==> config.mk <==
export PLATFORM = sky130hd
export DESIGN_NAME = pkt_tx_serializer
export DESIGN_NICKNAME = d
export VERILOG_FILES = /design/src/rtl/pkt_tx_serializer_pkg.sv /design/src/rtl/pkt_tx_serializer_word_sel.sv /design/src/rtl/pkt_tx_serializer.sv
export SDC_FILE = /design/constraint.sdc
export NUM_CORES = 1
export LEC_CHECK = 0
export BUFFER_PORTS_ARGS = -buffer_cell sky130_fd_sc_hd__buf_2
export CAP_MARGIN = 20
export CORE_MARGIN = 2
export CORE_UTILIZATION = 55
export DETAILED_ROUTE_END_ITERATION = 16
export PLACE_DENSITY = 0.79
export SLEW_MARGIN = 40
export SYNTH_ARGS = -nofsm -noshare
export SYNTH_HDL_FRONTEND = slang
export SYNTH_SLANG_ARGS = --single-unit
export TNS_END_PERCENT = 50
==> constraint.sdc <==
create_clock -name clk -period 6.31 [get_ports clk]
set_input_delay 0.3155 -clock clk [delete_from_list [all_inputs] [get_ports clk]]
set_output_delay 0.3155 -clock clk [all_outputs]
set_load 0.01 [all_outputs]
==> src/rtl/pkt_tx_serializer_pkg.sv <==
// Shared network definitions: packet type codes, per-type payload lengths,
// header layout and captured-field slots used by the TX serializer.
package pkt_tx_serializer_pkg;

  typedef enum logic [2:0] {
    PKT_HB      = 3'b000,
    PKT_CHE     = 3'b001,
    PKT_INV     = 3'b010,
    PKT_MR      = 3'b011,
    PKT_CHT     = 3'b100,
    PKT_DATA    = 3'b101,
    PKT_SOS     = 3'b110,
    PKT_INVALID = 3'b111
  } pkt_type_e;

  typedef enum logic [1:0] {
    ST_IDLE = 2'd0,
    ST_SEND = 2'd1,
    ST_DONE = 2'd2
  } tx_state_e;

  localparam int unsigned TYPE_W     = 3;
  localparam int unsigned LEN_W      = 5;
  localparam int unsigned IDX_W      = 3;
  localparam int unsigned HDR_W      = 16;
  localparam int unsigned HDR_TYPE_LSB = 13;
  localparam int unsigned HDR_LEN_LSB  = 8;

  localparam int unsigned LEN_HB   = 3;
  localparam int unsigned LEN_INV  = 3;
  localparam int unsigned LEN_MR   = 4;
  localparam int unsigned LEN_CHT  = 3;
  localparam int unsigned LEN_DATA = 5;

  // Slots of the captured-field array
  localparam int unsigned NUM_FIELDS = 7;
  localparam int unsigned F_SRC      = 0;
  localparam int unsigned F_ENERGY   = 1;
  localparam int unsigned F_QVALUE   = 2;
  localparam int unsigned F_SRCHOPS  = 3;
  localparam int unsigned F_DEST     = 4;
  localparam int unsigned F_CHOSENCH = 5;
  localparam int unsigned F_HOPSCH   = 6;

  function automatic logic is_tx_type(input logic [TYPE_W-1:0] t);
    return !((t == PKT_CHE) || (t == PKT_INVALID));
  endfunction

  function automatic logic [LEN_W-1:0] pkt_len(input logic [TYPE_W-1:0] t);
    logic [LEN_W-1:0] len;
    case (pkt_type_e'(t))
      PKT_HB:             len = LEN_W'(LEN_HB);
      PKT_INV:            len = LEN_W'(LEN_INV);
      PKT_MR:             len = LEN_W'(LEN_MR);
      PKT_CHT:            len = LEN_W'(LEN_CHT);
      PKT_DATA, PKT_SOS:  len = LEN_W'(LEN_DATA);
      default:            len = '0;
    endcase
    return len;
  endfunction

  function automatic logic [HDR_W-1:0] pkt_header(input logic [TYPE_W-1:0] t);
    logic [HDR_W-1:0] h;
    h = '0;
    h[HDR_TYPE_LSB +: TYPE_W] = t;
    h[HDR_LEN_LSB +: LEN_W]   = pkt_len(t);
    return h;
  endfunction

endpackage

==> src/rtl/pkt_tx_serializer_word_sel.sv <==
// Stateless selector: maps (packet type, word index, captured fields) to the
// serial word; index 0 is the header, indices beyond LEN give zero.
module pkt_word_sel
  import pkt_tx_serializer_pkg::*;
#(
  parameter int unsigned WORD_WIDTH = 16
) (
  input  logic [TYPE_W-1:0]                     i_type,
  input  logic [IDX_W-1:0]                      i_idx,
  input  logic [NUM_FIELDS-1:0][WORD_WIDTH-1:0] i_fields,
  output logic [WORD_WIDTH-1:0]                 o_word_c
);

  always_comb begin
    o_word_c = '0;
    if (i_idx == '0) begin
      o_word_c = WORD_WIDTH'(pkt_header(i_type));
    end else begin
      case (pkt_type_e'(i_type))
        PKT_HB: begin
          case (i_idx)
            3'd1:    o_word_c = i_fields[F_SRC];
            3'd2:    o_word_c = i_fields[F_SRCHOPS];
            3'd3:    o_word_c = i_fields[F_ENERGY];
            default: o_word_c = '0;
          endcase
        end
        PKT_INV: begin
          case (i_idx)
            3'd1:    o_word_c = i_fields[F_SRC];
            3'd2:    o_word_c = i_fields[F_CHOSENCH];
            3'd3:    o_word_c = i_fields[F_HOPSCH];
            default: o_word_c = '0;
          endcase
        end
        PKT_MR: begin
          case (i_idx)
            3'd1:    o_word_c = i_fields[F_SRC];
            3'd2:    o_word_c = i_fields[F_DEST];
            3'd3:    o_word_c = i_fields[F_ENERGY];
            3'd4:    o_word_c = i_fields[F_QVALUE];
            default: o_word_c = '0;
          endcase
        end
        PKT_CHT: begin
          case (i_idx)
            3'd1:    o_word_c = i_fields[F_SRC];
            3'd2:    o_word_c = i_fields[F_DEST];
            3'd3:    o_word_c = i_fields[F_CHOSENCH];
            default: o_word_c = '0;
          endcase
        end
        PKT_DATA, PKT_SOS: begin
          case (i_idx)
            3'd1:    o_word_c = i_fields[F_SRC];
            3'd2:    o_word_c = i_fields[F_DEST];
            3'd3:    o_word_c = i_fields[F_ENERGY];
            3'd4:    o_word_c = i_fields[F_QVALUE];
            3'd5:    o_word_c = i_fields[F_SRCHOPS];
            default: o_word_c = '0;
          endcase
        end
        default: o_word_c = '0;
      endcase
    end
  end

endmodule

==> src/rtl/pkt_tx_serializer.sv <==
// Captures reward-stage fields on a rising reward_done and streams the packet
// as header + payload words over a valid/ready interface; counts dropped requests.
module pkt_tx_serializer
  import pkt_tx_serializer_pkg::*;
#(
  parameter int unsigned WORD_WIDTH = 16,
  parameter int unsigned DROP_CNT_W = 8
) (
  input  logic                  clk,
  input  logic                  nrst,
  input  logic                  reward_done,
  input  logic [WORD_WIDTH-1:0] rSourceID,
  input  logic [WORD_WIDTH-1:0] rEnergyLeft,
  input  logic [WORD_WIDTH-1:0] rQValue,
  input  logic [WORD_WIDTH-1:0] rSourceHops,
  input  logic [WORD_WIDTH-1:0] rDestinationID,
  input  logic [WORD_WIDTH-1:0] rChosenCH,
  input  logic [WORD_WIDTH-1:0] rHopsFromCH,
  input  logic [TYPE_W-1:0]     rPacketType,
  output logic [WORD_WIDTH-1:0] tx_data,
  output logic                  tx_valid,
  output logic                  tx_last,
  input  logic                  tx_ready,
  output logic                  busy,
  output logic                  tx_done,
  output logic [DROP_CNT_W-1:0] drop_cnt
);

  tx_state_e                            r_state, w_state_nxt;
  logic [TYPE_W-1:0]                    r_type, w_type_nxt;
  logic [IDX_W-1:0]                     r_idx, w_idx_nxt;
  logic [NUM_FIELDS-1:0][WORD_WIDTH-1:0] r_fields, w_fields_nxt, w_cap_fields;
  logic                                 r_rd_d, r_armed;
  logic [WORD_WIDTH-1:0]                r_tx_data;
  logic                                 r_tx_valid, r_tx_last, r_busy, r_tx_done;
  logic [DROP_CNT_W-1:0]                r_drop_cnt;
  logic                                 w_trig, w_hs, w_drop, w_send_nxt;
  logic [WORD_WIDTH-1:0]                w_word_nxt;

  // r_armed blocks a level already high at reset release from counting as an edge
  assign w_trig = reward_done & ~r_rd_d & r_armed;
  assign w_hs   = r_tx_valid & tx_ready;

  always_comb begin
    w_cap_fields             = '0;
    w_cap_fields[F_SRC]      = rSourceID;
    w_cap_fields[F_ENERGY]   = rEnergyLeft;
    w_cap_fields[F_QVALUE]   = rQValue;
    w_cap_fields[F_SRCHOPS]  = rSourceHops;
    w_cap_fields[F_DEST]     = rDestinationID;
    w_cap_fields[F_CHOSENCH] = rChosenCH;
    w_cap_fields[F_HOPSCH]   = rHopsFromCH;
  end

  always_ff @(posedge clk or negedge nrst) begin
    if (!nrst) begin
      r_state  <= ST_IDLE;
      r_type   <= '0;
      r_idx    <= '0;
      r_fields <= '0;
    end else begin
      r_state  <= w_state_nxt;
      r_type   <= w_type_nxt;
      r_idx    <= w_idx_nxt;
      r_fields <= w_fields_nxt;
    end
  end

  always_comb begin
    w_state_nxt  = r_state;
    w_type_nxt   = r_type;
    w_idx_nxt    = r_idx;
    w_fields_nxt = r_fields;
    w_drop       = 1'b0;
    case (r_state)
      ST_IDLE: begin
        if (w_trig) begin
          if (is_tx_type(rPacketType)) begin
            w_state_nxt  = ST_SEND;
            w_type_nxt   = rPacketType;
            w_idx_nxt    = '0;
            w_fields_nxt = w_cap_fields;
          end else begin
            w_drop = 1'b1;
          end
        end
      end
      ST_SEND: begin
        w_drop = w_trig;
        if (w_hs) begin
          if (r_tx_last) w_state_nxt = ST_DONE;
          else           w_idx_nxt   = r_idx + IDX_W'(1);
        end
      end
      ST_DONE: begin
        w_drop      = w_trig;
        w_state_nxt = ST_IDLE;
      end
      default: w_state_nxt = ST_IDLE;
    endcase
  end

  // Word is selected from next-cycle state so the TX outputs can be registered
  pkt_word_sel #(
    .WORD_WIDTH(WORD_WIDTH)
  ) u_word_sel (
    .i_type  (w_type_nxt),
    .i_idx   (w_idx_nxt),
    .i_fields(w_fields_nxt),
    .o_word_c(w_word_nxt)
  );

  assign w_send_nxt = (w_state_nxt == ST_SEND);

  always_ff @(posedge clk or negedge nrst) begin
    if (!nrst) begin
      r_rd_d     <= 1'b0;
      r_armed    <= 1'b0;
      r_tx_data  <= '0;
      r_tx_valid <= 1'b0;
      r_tx_last  <= 1'b0;
      r_busy     <= 1'b0;
      r_tx_done  <= 1'b0;
      r_drop_cnt <= '0;
    end else begin
      r_rd_d     <= reward_done;
      r_armed    <= r_armed | ~reward_done;
      r_tx_data  <= w_send_nxt ? w_word_nxt : '0;
      r_tx_valid <= w_send_nxt;
      r_tx_last  <= w_send_nxt && (LEN_W'(w_idx_nxt) == pkt_len(w_type_nxt));
      r_busy     <= (w_state_nxt != ST_IDLE);
      r_tx_done  <= (w_state_nxt == ST_DONE);
      if (w_drop && (r_drop_cnt != '1)) r_drop_cnt <= r_drop_cnt + DROP_CNT_W'(1);
    end
  end

  assign tx_data  = r_tx_data;
  assign tx_valid = r_tx_valid;
  assign tx_last  = r_tx_last;
  assign busy     = r_busy;
  assign tx_done  = r_tx_done;
  assign drop_cnt = r_drop_cnt;

endmodule

==> results of run 1 <==
[worst reg2reg max path, delay by kind of cell (launching register included)]
family / cells / cell delay [ns]
buffers and inverters: 3 / 1.08
DFF: 1 / 0.41
and+or+nand+nor: 3 / 1.12
adders and majority gates: 1 / 0.29
AOI/OAI and AO/OA: 5 / 1.38
[state kept, by name (all words and copies together), names as in the netlist]
| register | cells |
|---|---|
| r_fields | 112 |
| tx_data | 16 |
| drop_cnt | 8 |
| r_idx | 3 |
| r_type | 3 |
| r_state | 2 |
| busy | 1 |
| r_armed | 1 |
| r_rd_d | 1 |
| tx_done | 1 |
| tx_last | 1 |
| tx_valid | 1 |
[cells in the final DEF (no fill, tap or decap), drive strengths merged, types with 3 or more instances in the layout]
cell type and count:
nand2 283, buf 152, dfrtp 150, a21oi 97, nor2 48, inv 29, clkbuf 25, mux2i 23
o21ai 20, o22ai 19, a2111oi 16, and3 13, nand3 12, nand4 12, o221ai 11, mux2 10
xnor2 10, a221o 7, o21a 7, o31a 6, nand2b 6, o32ai 5, and2 5, o2bb2ai 5
o31ai 5, ha 5, bufinv 5, nor3 4, xor2 3, a31oi 3, nand4b 3
[what timing repair did]
item	in CTS	in global routing
hold buffers	1	0
buffers inserted	0	0
hold endpoints to repair	82	0
[routing by layer]
| layer | wire length [um] | track usage [%] | share of wire (%) | vias to the layer above |
|---|---|---|---|---|
| met5 | 0 | 0 | 0 | - |
| met4 | 674 | 13.9 | 3.2 | 0 |
| met3 | 1490 | 6.65 | 7.0 | 60 |
| met2 | 9820 | 45.0 | 46 | 355 |
| met1 | 9210 | 41.0 | 43 | 3296 |
| li1 | - | - | - | 3297 |
[how the worst max path moves through the flow]
stage	from	end	slack (ns)
floorplan	r_state[1]	tx_data[8]	3.49
global placement	r_state[1]	tx_data[14]	2.10
detailed placement	r_state[1]	tx_data[9]	1.94
CTS	r_state[1]	tx_data[4]	1.90
global route	r_state[1]	tx_data[4]	1.57
finish	r_state[1]	tx_data[1]	1.92
[power by group]
group          internal [W]  total, W  switching, W
combinational      0.000726   0.00221       0.00149
sequential          0.00138   0.00155      0.000170
clock              0.000743   0.00114      0.000397
[layout make-up]
| cell class | instances | area, sq um |
|---|---|---|
| Clock buffer | 24 | 492 |
| Inverter | 29 | 109 |
| Timing Repair Buffer | 154 | 831 |
| Clock inverter | 8 | 168 |
| Sequential cell | 150 | 3750 |
| Fill cell | 1120 | 4540 |
| Tap cell | 180 | 225 |
| Multi-Input combinational cell | 656 | 3600 |
[cells by family (layout without fill, tap and decap cells)]
group                      after synthesis  count (layout)  synth area share, %
AOI/OAI and AO/OA                      207             207                 17.9
xor gates and xnor gates                13              13                 1.59
adders and majority gates                5               5                0.818
buffers and inverters                   76             215                 4.07
DFF                                    150             150                 49.1
muxes                                   33              33                 4.53
and+or+nand+nor                        398             398                 22.0
[stage by stage]
stage / setup slack [ns] / hold WS [ns] / cell area (sq um) / cells / utilization (%)
final: 1.92 / 0.0591 / 9180 / 1201 / 66.9
after global routing: 1.57 / 0.0590 / 9180 / 1201 / 66.9
after CTS: 1.90 / 0.0496 / 9170 / 1201 / 66.8
after detailed placement: 1.94 / 0.426 / 8500 / 1168 / 61.9
after global placement: 2.10 / 0.425 / 8450 / 1166 / 61.6
after floorplan: 3.49 / 0.0199 / 7650 / 882 / -
==> impl_metrics.prom, run 1 <==
# TYPE chip_impl_metric gauge
chip_impl_info{name="outcome",value="complete, no violations"} 1
chip_impl_metric{name="via_per_inst",unit=""} 5.84
chip_impl_metric{name="synthToLayoutAreaGrowth",unit="%"} 20.1
chip_impl_info{name="hold_startpoint",value="reward_done"} 1
chip_impl_metric{name="remaining_global_route_overflow",unit=""} 0
chip_impl_metric{name="antenna_cells",unit=""} 0
chip_impl_metric{name="height_of_the_chip",unit="um"} 122
chip_impl_metric{name="p_per_area",unit="nW/um^2"} 534
chip_impl_metric{name="worstPathRequired",unit="ns"} 6.62
chip_impl_info{name="hold_class",value="in2reg"} 1
chip_impl_metric{name="initial_utilization",unit="%"} 55.8
chip_impl_metric{name="numPortBuffers",unit=""} 146
chip_impl_info{name="critical_path.cell_chain",value="inv_1, ha_1, nand4b_2, a21oi_4, o21a_2, buf_4, inv_2, nand3_1, o21ai_0, a2111oi_0, nor2_1, o31a_1"} 1
chip_impl_metric{name="hpwlAfterDp",unit="mm"} 14.6
chip_impl_metric{name="drt_first_pass_iters",unit=""} 5
chip_impl_metric{name="reg2regPathDepth",unit=""} 12
chip_impl_info{name="slowest_stage",value="nand3_1"} 1
chip_impl_metric{name="share_of_layout_cells_above_drive_strength_1",unit="%"} 20.8
chip_impl_metric{name="grt_pass1_vias",unit=""} 6780
chip_impl_info{name="top_cell_types_by_occurrence_after_synthesis",value="283 x nand2_1, 150 x dfrtp_1, 96 x a21oi_1, 48 x nor2_1, 28 x clkbuf_1"} 1
chip_impl_metric{name="syn_area",unit="sq um"} 7650
chip_impl_metric{name="finalWirelength",unit="mm"} 21.2
chip_impl_info{name="critPathCaptureType",value="flop"} 1
chip_impl_metric{name="cts_htree_levels",unit=""} 4
chip_impl_metric{name="postSynthCellCount",unit=""} 882
chip_impl_info{name="timing.critical_path.from_type",value="flop"} 1
chip_impl_metric{name="clock_sinks",unit=""} 150
chip_impl_metric{name="arrival",unit="ns"} 4.71
chip_impl_metric{name="total_grt_usage",unit="%"} 29.7
chip_impl_info{name="worstReg2RegStart",value="r_state[1]"} 1
chip_impl_metric{name="grt_pass1_wl",unit="mm"} 33.7
chip_impl_metric{name="die-width",unit="um"} 122
chip_impl_metric{name="cts_made_buffers",unit=""} 17
chip_impl_metric{name="num-nets-final",unit=""} 1132
chip_impl_info{name="rsz0062_at_grt",value="no"} 1
chip_impl_metric{name="final_hold_viol_count",unit=""} 0
chip_impl_metric{name="skew",unit="ns"} 0.0105
chip_impl_metric{name="worst-path-stages",unit=""} 12
chip_impl_info{name="critPathTopFamily",value="compound AO/OA/AOI/OAI gates"} 1
chip_impl_metric{name="worstPathBufferInverterCount",unit=""} 3
chip_impl_metric{name="achievable-frequency",unit="GHz"} 0.228
chip_impl_info{name="hold_end",value="r_rd_d"} 1
chip_impl_info{name="synthDominantAreaCellType",value="dfrtp_1"} 1
chip_impl_info{name="clockRootBuffer",value="clkbuf_16"} 1
chip_impl_metric{name="cts.repair.resized",unit=""} 0
chip_impl_metric{name="syn-num-nets",unit=""} 1006
chip_impl_info{name="cell_types_with_the_largest_area_share_after_synthesis",value="dfrtp_1 49%, nand2_1 14%, a21oi_1 6.3%"} 1
chip_impl_metric{name="clock_tree.buffer_depth",unit=""} 2
chip_impl_metric{name="slew_violations",unit=""} 0
chip_impl_metric{name="slew-limit-headroom",unit="%"} 44.4
chip_impl_metric{name="pin_count",unit=""} 147
chip_impl_metric{name="vdd.ir_drop.worst",unit="V"} 0.000418
chip_impl_info{name="timing.rr.end",value="tx_data[1]"} 1
chip_impl_metric{name="maxCapViolCount",unit=""} 0
chip_impl_metric{name="synth.yosys.warnings",unit=""} 0
chip_impl_metric{name="synth.yosys.seq_area_share",unit="%"} 49.1
chip_impl_metric{name="critical_path_peak_fanout",unit=""} 50
chip_impl_metric{name="ys_async_sr_fraction",unit="%"} 100
chip_impl_metric{name="design.core.area",unit="sq um"} 13700
chip_impl_metric{name="ff2ff_setup_slack",unit="ns"} 1.92
chip_impl_metric{name="drc",unit=""} 0
chip_impl_metric{name="count_of_flip_flops_with_a_built_in_enable_after_synthesis",unit=""} 0
chip_impl_metric{name="post_drt_wl_per_cell",unit="um"} 17.7
chip_impl_metric{name="report.final.setup_viol",unit=""} 0
chip_impl_info{name="worst-setup-path-type",value="reg2reg"} 1
chip_impl_metric{name="timing.final.crit_share",unit="%"} 69.6
chip_impl_metric{name="floorplan.rows",unit=""} 43
chip_impl_info{name="synth.most_common_cell",value="nand2_1"} 1
chip_impl_metric{name="antenna_found_initial",unit=""} 0
chip_impl_metric{name="report.power.total",unit="W"} 0.00490
chip_impl_metric{name="antenna_left",unit=""} 0
chip_impl_info{name="dominantRegCellSynth",value="dfrtp_1"} 1
chip_impl_metric{name="tightestPinTransition",unit="ns"} 0.832
chip_impl_metric{name="detailedRoute.firstIterationViolations",unit=""} 681
chip_impl_metric{name="gpl.final_weighted_congestion",unit=""} 0.948
chip_impl_metric{name="die_area",unit="sq um"} 14900
chip_impl_metric{name="synth_top_area_share",unit="%"} 49.1
chip_impl_metric{name="cellLeakagePower",unit="nW"} 4.57
chip_impl_metric{name="synth.avg_cell_area",unit="sq um"} 8.67
chip_impl_metric{name="grt_max_degree",unit=""} 85
chip_impl_metric{name="clock_latency",unit="ns"} 0.43
chip_impl_metric{name="cts.clk_slew.worst_paths",unit="ns"} 0.06
chip_impl_info{name="cts_tree",value="built"} 1
chip_impl_metric{name="synth_seq_cells",unit=""} 150
chip_impl_metric{name="timing.final.crit_period",unit="ns"} 4.39
chip_impl_metric{name="yosys.cell_types.count",unit=""} 54
chip_impl_metric{name="detailroute.via_count",unit=""} 7008
chip_impl_metric{name="totalNegativeSetupSlack",unit="ns"} 0
chip_impl_metric{name="timing.critical_path.slowest_cell_delay",unit="ns"} 0.73
chip_impl_metric{name="timing.hold.worst_path_depth",unit=""} 1
Power figures use the tool's default switching activity.
==> run 2, diff against run 1 <==
ABC_AREA = 1   (was not set)
CORE_UTILIZATION = 51   (was 55)
PLACE_DENSITY = 0.77   (was 0.79)
clock period = 3.8 ns   (was 6.31 ns; I/O delays follow)
==> run 2 against run 1 <==
  * Die area increased by 12%
  * Sequential cell count unchanged
  * Final area rose by 2.4%
  * Synthesized area is 4.2% higher
  * Clock skew fell by 0.0044 ns
  * Largest cell class is now multi-input combinational cells
  * Largest power group unchanged
==> impl_metrics.prom, run 2 <==
# TYPE chip_impl_metric gauge
chip_impl_metric{name="synth.yosys.warnings",unit=""} 0
chip_impl_info{name="dominantRegCellSynth",value="dfrtp_1"} 1
chip_impl_info{name="timing.critical_path.from_type",value="flop"} 1
chip_impl_metric{name="report.final.setup_viol",unit=""} 0
chip_impl_metric{name="cts_htree_levels",unit=""} 4
chip_impl_metric{name="die_area",unit="sq um"} 16600
chip_impl_info{name="cell_types_with_the_largest_area_share_after_synthesis",value="dfrtp_1 47%, nand2_1 18%, nand3_1 11%"} 1
chip_impl_metric{name="critical_path_peak_fanout",unit=""} 37
chip_impl_info{name="timing.rr.end",value="tx_data[1]"} 1
chip_impl_metric{name="p_per_area",unit="nW/um^2"} 794
chip_impl_info{name="synthDominantAreaCellType",value="dfrtp_1"} 1
chip_impl_metric{name="gpl.final_weighted_congestion",unit=""} 0.876
chip_impl_metric{name="arrival",unit="ns"} 3.59
chip_impl_metric{name="syn_area",unit="sq um"} 7970
chip_impl_metric{name="vdd.ir_drop.worst",unit="V"} 0.000400
chip_impl_metric{name="slew-limit-headroom",unit="%"} 39.5
chip_impl_info{name="critPathCaptureType",value="flop"} 1
chip_impl_metric{name="synthToLayoutAreaGrowth",unit="%"} 18.0
chip_impl_metric{name="cts.repair.resized",unit=""} 0
chip_impl_metric{name="skew",unit="ns"} 0.00610
chip_impl_metric{name="cts-hold-fix-buffers",unit=""} 2
chip_impl_metric{name="synth_top_area_share",unit="%"} 47.1
chip_impl_metric{name="layout.filler_cells",unit=""} 1393
chip_impl_metric{name="design_internal_power",unit="W"} 0.00428
chip_impl_info{name="cell_mode_on_critical_path",value="nand2_1"} 1
chip_impl_metric{name="total_grt_usage",unit="%"} 27.2
chip_impl_metric{name="via_per_inst",unit=""} 5.49
chip_impl_metric{name="reg2regPathDepth",unit=""} 17
chip_impl_info{name="slowest_stage",value="nor2_8"} 1
chip_impl_metric{name="cellLeakagePower",unit="nW"} 5.08
chip_impl_metric{name="power_frac_seq",unit="%"} 33.6
chip_impl_info{name="top_cell_types_by_occurrence_after_synthesis",value="373 x nand2_1, 183 x nand3_1, 150 x dfrtp_1, 58 x nand4_1, 54 x nor2_1"} 1
chip_impl_metric{name="final_hold_viol_count",unit=""} 0
chip_impl_metric{name="worstPathRequired",unit="ns"} 4.16
chip_impl_metric{name="ys_async_sr_fraction",unit="%"} 100
chip_impl_metric{name="maxCapViolCount",unit=""} 0
chip_impl_metric{name="cts_setup_buffers",unit=""} 0
chip_impl_metric{name="count_of_flip_flops_with_a_built_in_enable_after_synthesis",unit=""} 0
chip_impl_metric{name="tightestPinTransition",unit="ns"} 0.907
chip_impl_metric{name="register_area",unit="sq um"} 3750
chip_impl_info{name="hold_class",value="in2reg"} 1
chip_impl_metric{name="numPortBuffers",unit=""} 146
chip_impl_info{name="cts_tree",value="built"} 1
chip_impl_metric{name="detailedRoute.firstIterationViolations",unit=""} 767
chip_impl_metric{name="synth_seq_cells",unit=""} 150
chip_impl_info{name="worstReg2RegStart",value="r_state[0]"} 1
chip_impl_metric{name="yosys.cell_types.count",unit=""} 37
chip_impl_metric{name="drc",unit=""} 0
chip_impl_metric{name="num-nets-final",unit=""} 1263
chip_impl_metric{name="timing.critical_path.slowest_cell_delay",unit="ns"} 0.55
chip_impl_metric{name="cts_made_buffers",unit=""} 17
chip_impl_metric{name="finalWirelength",unit="mm"} 22.1
chip_impl_info{name="worst-setup-path-type",value="reg2reg"} 1
chip_impl_info{name="regMostFlops",value="r_fields"} 1
chip_impl_info{name="hold_end",value="r_fields[42]"} 1
chip_impl_metric{name="final_cells",unit=""} 1363
chip_impl_metric{name="ff2ff_setup_slack",unit="ns"} 0.56
chip_impl_metric{name="synth.yosys.seq_area_share",unit="%"} 47.1
chip_impl_metric{name="sw_frac_of_total",unit="%"} 42.6
chip_impl_metric{name="multi_input_area",unit="sq um"} 3760
chip_impl_metric{name="totalNegativeSetupSlack",unit="ns"} 0
chip_impl_metric{name="clock_latency",unit="ns"} 0.42
chip_impl_metric{name="timing.hold.worst_path_depth",unit=""} 2
chip_impl_metric{name="clock_tree.buffer_depth",unit=""} 2
chip_impl_metric{name="share_comb_of_total_power",unit="%"} 44.4
chip_impl_metric{name="placedCellCount",unit=""} 1328
chip_impl_metric{name="postSynthCellCount",unit=""} 1020
chip_impl_metric{name="drt_first_pass_iters",unit=""} 5
chip_impl_metric{name="slew_violations",unit=""} 0
chip_impl_metric{name="die-width",unit="um"} 129
chip_impl_metric{name="pin_count",unit=""} 147
chip_impl_metric{name="grt_pass1_vias",unit=""} 6831
chip_impl_metric{name="largest_reg_flops",unit=""} 112
chip_impl_info{name="critical_path.cell_chain",value="inv_1, ha_1, inv_2, nor2_4, nand2_4, nand2_2, nand2_1, nand2_1, nor2_8, nand2_1, inv_2, nand2_1, nand3_1, nand2_1, nand3_1, nor2_1, nor2_1"} 1
chip_impl_metric{name="antenna_found_initial",unit=""} 0
chip_impl_metric{name="remaining_global_route_overflow",unit=""} 0
chip_impl_metric{name="share_of_layout_cells_above_drive_strength_1",unit="%"} 22.0
chip_impl_metric{name="cts.clk_slew.worst_paths",unit="ns"} 0.06
chip_impl_info{name="hold_startpoint",value="rQValue[10]"} 1
chip_impl_metric{name="floorplan.rows",unit=""} 45
chip_impl_info{name="synth.most_common_cell",value="nand2_1"} 1
chip_impl_metric{name="hpwlAfterDp",unit="mm"} 15.2
chip_impl_metric{name="synth.avg_cell_area",unit="sq um"} 7.82
chip_impl_metric{name="antenna_left",unit=""} 0
chip_impl_metric{name="clock_power_share",unit="%"} 22.0
chip_impl_metric{name="achievable-frequency",unit="GHz"} 0.309
chip_impl_info{name="clockRootBuffer",value="clkbuf_16"} 1
chip_impl_info{name="rsz0062_at_grt",value="no"} 1
chip_impl_metric{name="antenna_cells",unit=""} 0
chip_impl_metric{name="height_of_the_chip",unit="um"} 129
chip_impl_metric{name="grt_max_degree",unit=""} 87
chip_impl_info{name="most_common_cell_after_layout_fill_and_taps_aside",value="nand2_1"} 1
chip_impl_metric{name="detailroute.via_count",unit=""} 7478
chip_impl_metric{name="initial_utilization",unit="%"} 52.2
chip_impl_metric{name="report.power.total",unit="W"} 0.00746
chip_impl_metric{name="design.core.area",unit="sq um"} 15300
chip_impl_metric{name="grt_pass1_wl",unit="mm"} 35.1
chip_impl_metric{name="syn-num-nets",unit=""} 1144
chip_impl_metric{name="post_drt_wl_per_cell",unit="um"} 16.2
chip_impl_metric{name="netSwitchingPower",unit="W"} 0.00318
chip_impl_metric{name="timing.final.crit_share",unit="%"} 85.2
chip_impl_info{name="layout_common_cells",value="373 x nand2_1, 183 x nand3_1, 150 x dfrtp_1"} 1
chip_impl_metric{name="clock_sinks",unit=""} 150
chip_impl_info{name="outcome",value="complete, no violations"} 1
chip_impl_metric{name="timing.final.crit_period",unit="ns"} 3.24
==> run 2: cell count changes after synthesis, sizes merged, moves of 16 or more <==
| cell | before | now |
|---|---|---|
| mux2i | 23 | 2 |
| buf | 19 | 40 |
| a2111oi | 16 | 0 |
| inv | 29 | 46 |
| nand4 | 12 | 58 |
| nand2 | 283 | 382 |
| o22ai | 19 | 1 |
| mux2 | 10 | 27 |
| a21oi | 97 | 14 |
| nand3 | 12 | 186 |
==> run 2: worst max path at each step <==
| stage | to | slack [ns] | from |
|---|---|---|---|
| 4_1_cts | tx_data[1] | 0.62 | r_state[1] |
| 5_1_grt | tx_data[12] | 0.26 | r_state[1] |
| 3_3_place_gp | tx_data[6] | 0.77 | r_state[1] |
| 6_report | tx_data[1] | 0.56 | r_state[0] |
| 3_5_place_dp | tx_data[1] | 0.65 | r_state[0] |
| 2_1_floorplan | tx_data[6] | 1.63 | r_state[1] |
==> run 2: cell type report <==
type / instances / area share (%)
Clock buffer: 19 / 4.71
Clock inverter: 13 / 1.38
Inverter: 46 / 1.84
Multi-Input combinational cell: 763 / 39.9
Sequential cell: 150 / 39.9
Tap cell: 211 / 2.81
Timing Repair Buffer: 161 / 9.41
==> run 2: per-stage QoR <==
stage,worst slack [ns],hold WS [ns],cell area [sq um],util [%]
3_5_place_dp,0.649,0.300,8780,57.5
4_1_cts,0.617,0.0138,9370,61.4
3_3_place_gp,0.772,0.301,8770,57.5
5_1_grt,0.257,0.0123,9410,61.6
6_report,0.561,0.0187,9410,61.6
2_1_floorplan,1.63,-0.106,7970,-
==> run 2: power by group through the flow <==
stage | combinational [W] | sequential [W] | clock [W]
after global routing | 0.00368 | 0.00257 | 0.00173
after floorplan | 0.00237 | 0.00250 | 0
after global placement | 0.00318 | 0.00250 | 0
final | 0.00332 | 0.00251 | 0.00164
after CTS | 0.00325 | 0.00251 | 0.00165
after detailed placement | 0.00323 | 0.00253 | 0
==> run 2: critical path: cells and delay by family, from the launching register on <==
family	cells	cell delay, ns
adder cells (fa/ha/maj)	1	0.23
buffers and inverters	3	0.40
flip-flops	1	0.38
AND/OR/NAND/NOR	13	2.15
==> run 2: kinds of logic after synthesis <==
kind of cell | synth area share [%]
and+or+nand+nor | 39.0
DFF | 47.1
buffers and inverters | 6.14
muxes | 4.07
AOI/OAI and AO/OA | 2.15
xor gates and xnor gates | 0.769
adders and majority gates | 0.785
==> run 2: routing by layer <==
| metal | track usage, % | share of wire [%] |
|---|---|---|
| met5 | 0 | 0 |
| met4 | 9.46 | 2.6 |
| met3 | 6.15 | 8.7 |
| met1 | 39.6 | 45 |
| met2 | 40.2 | 44 |
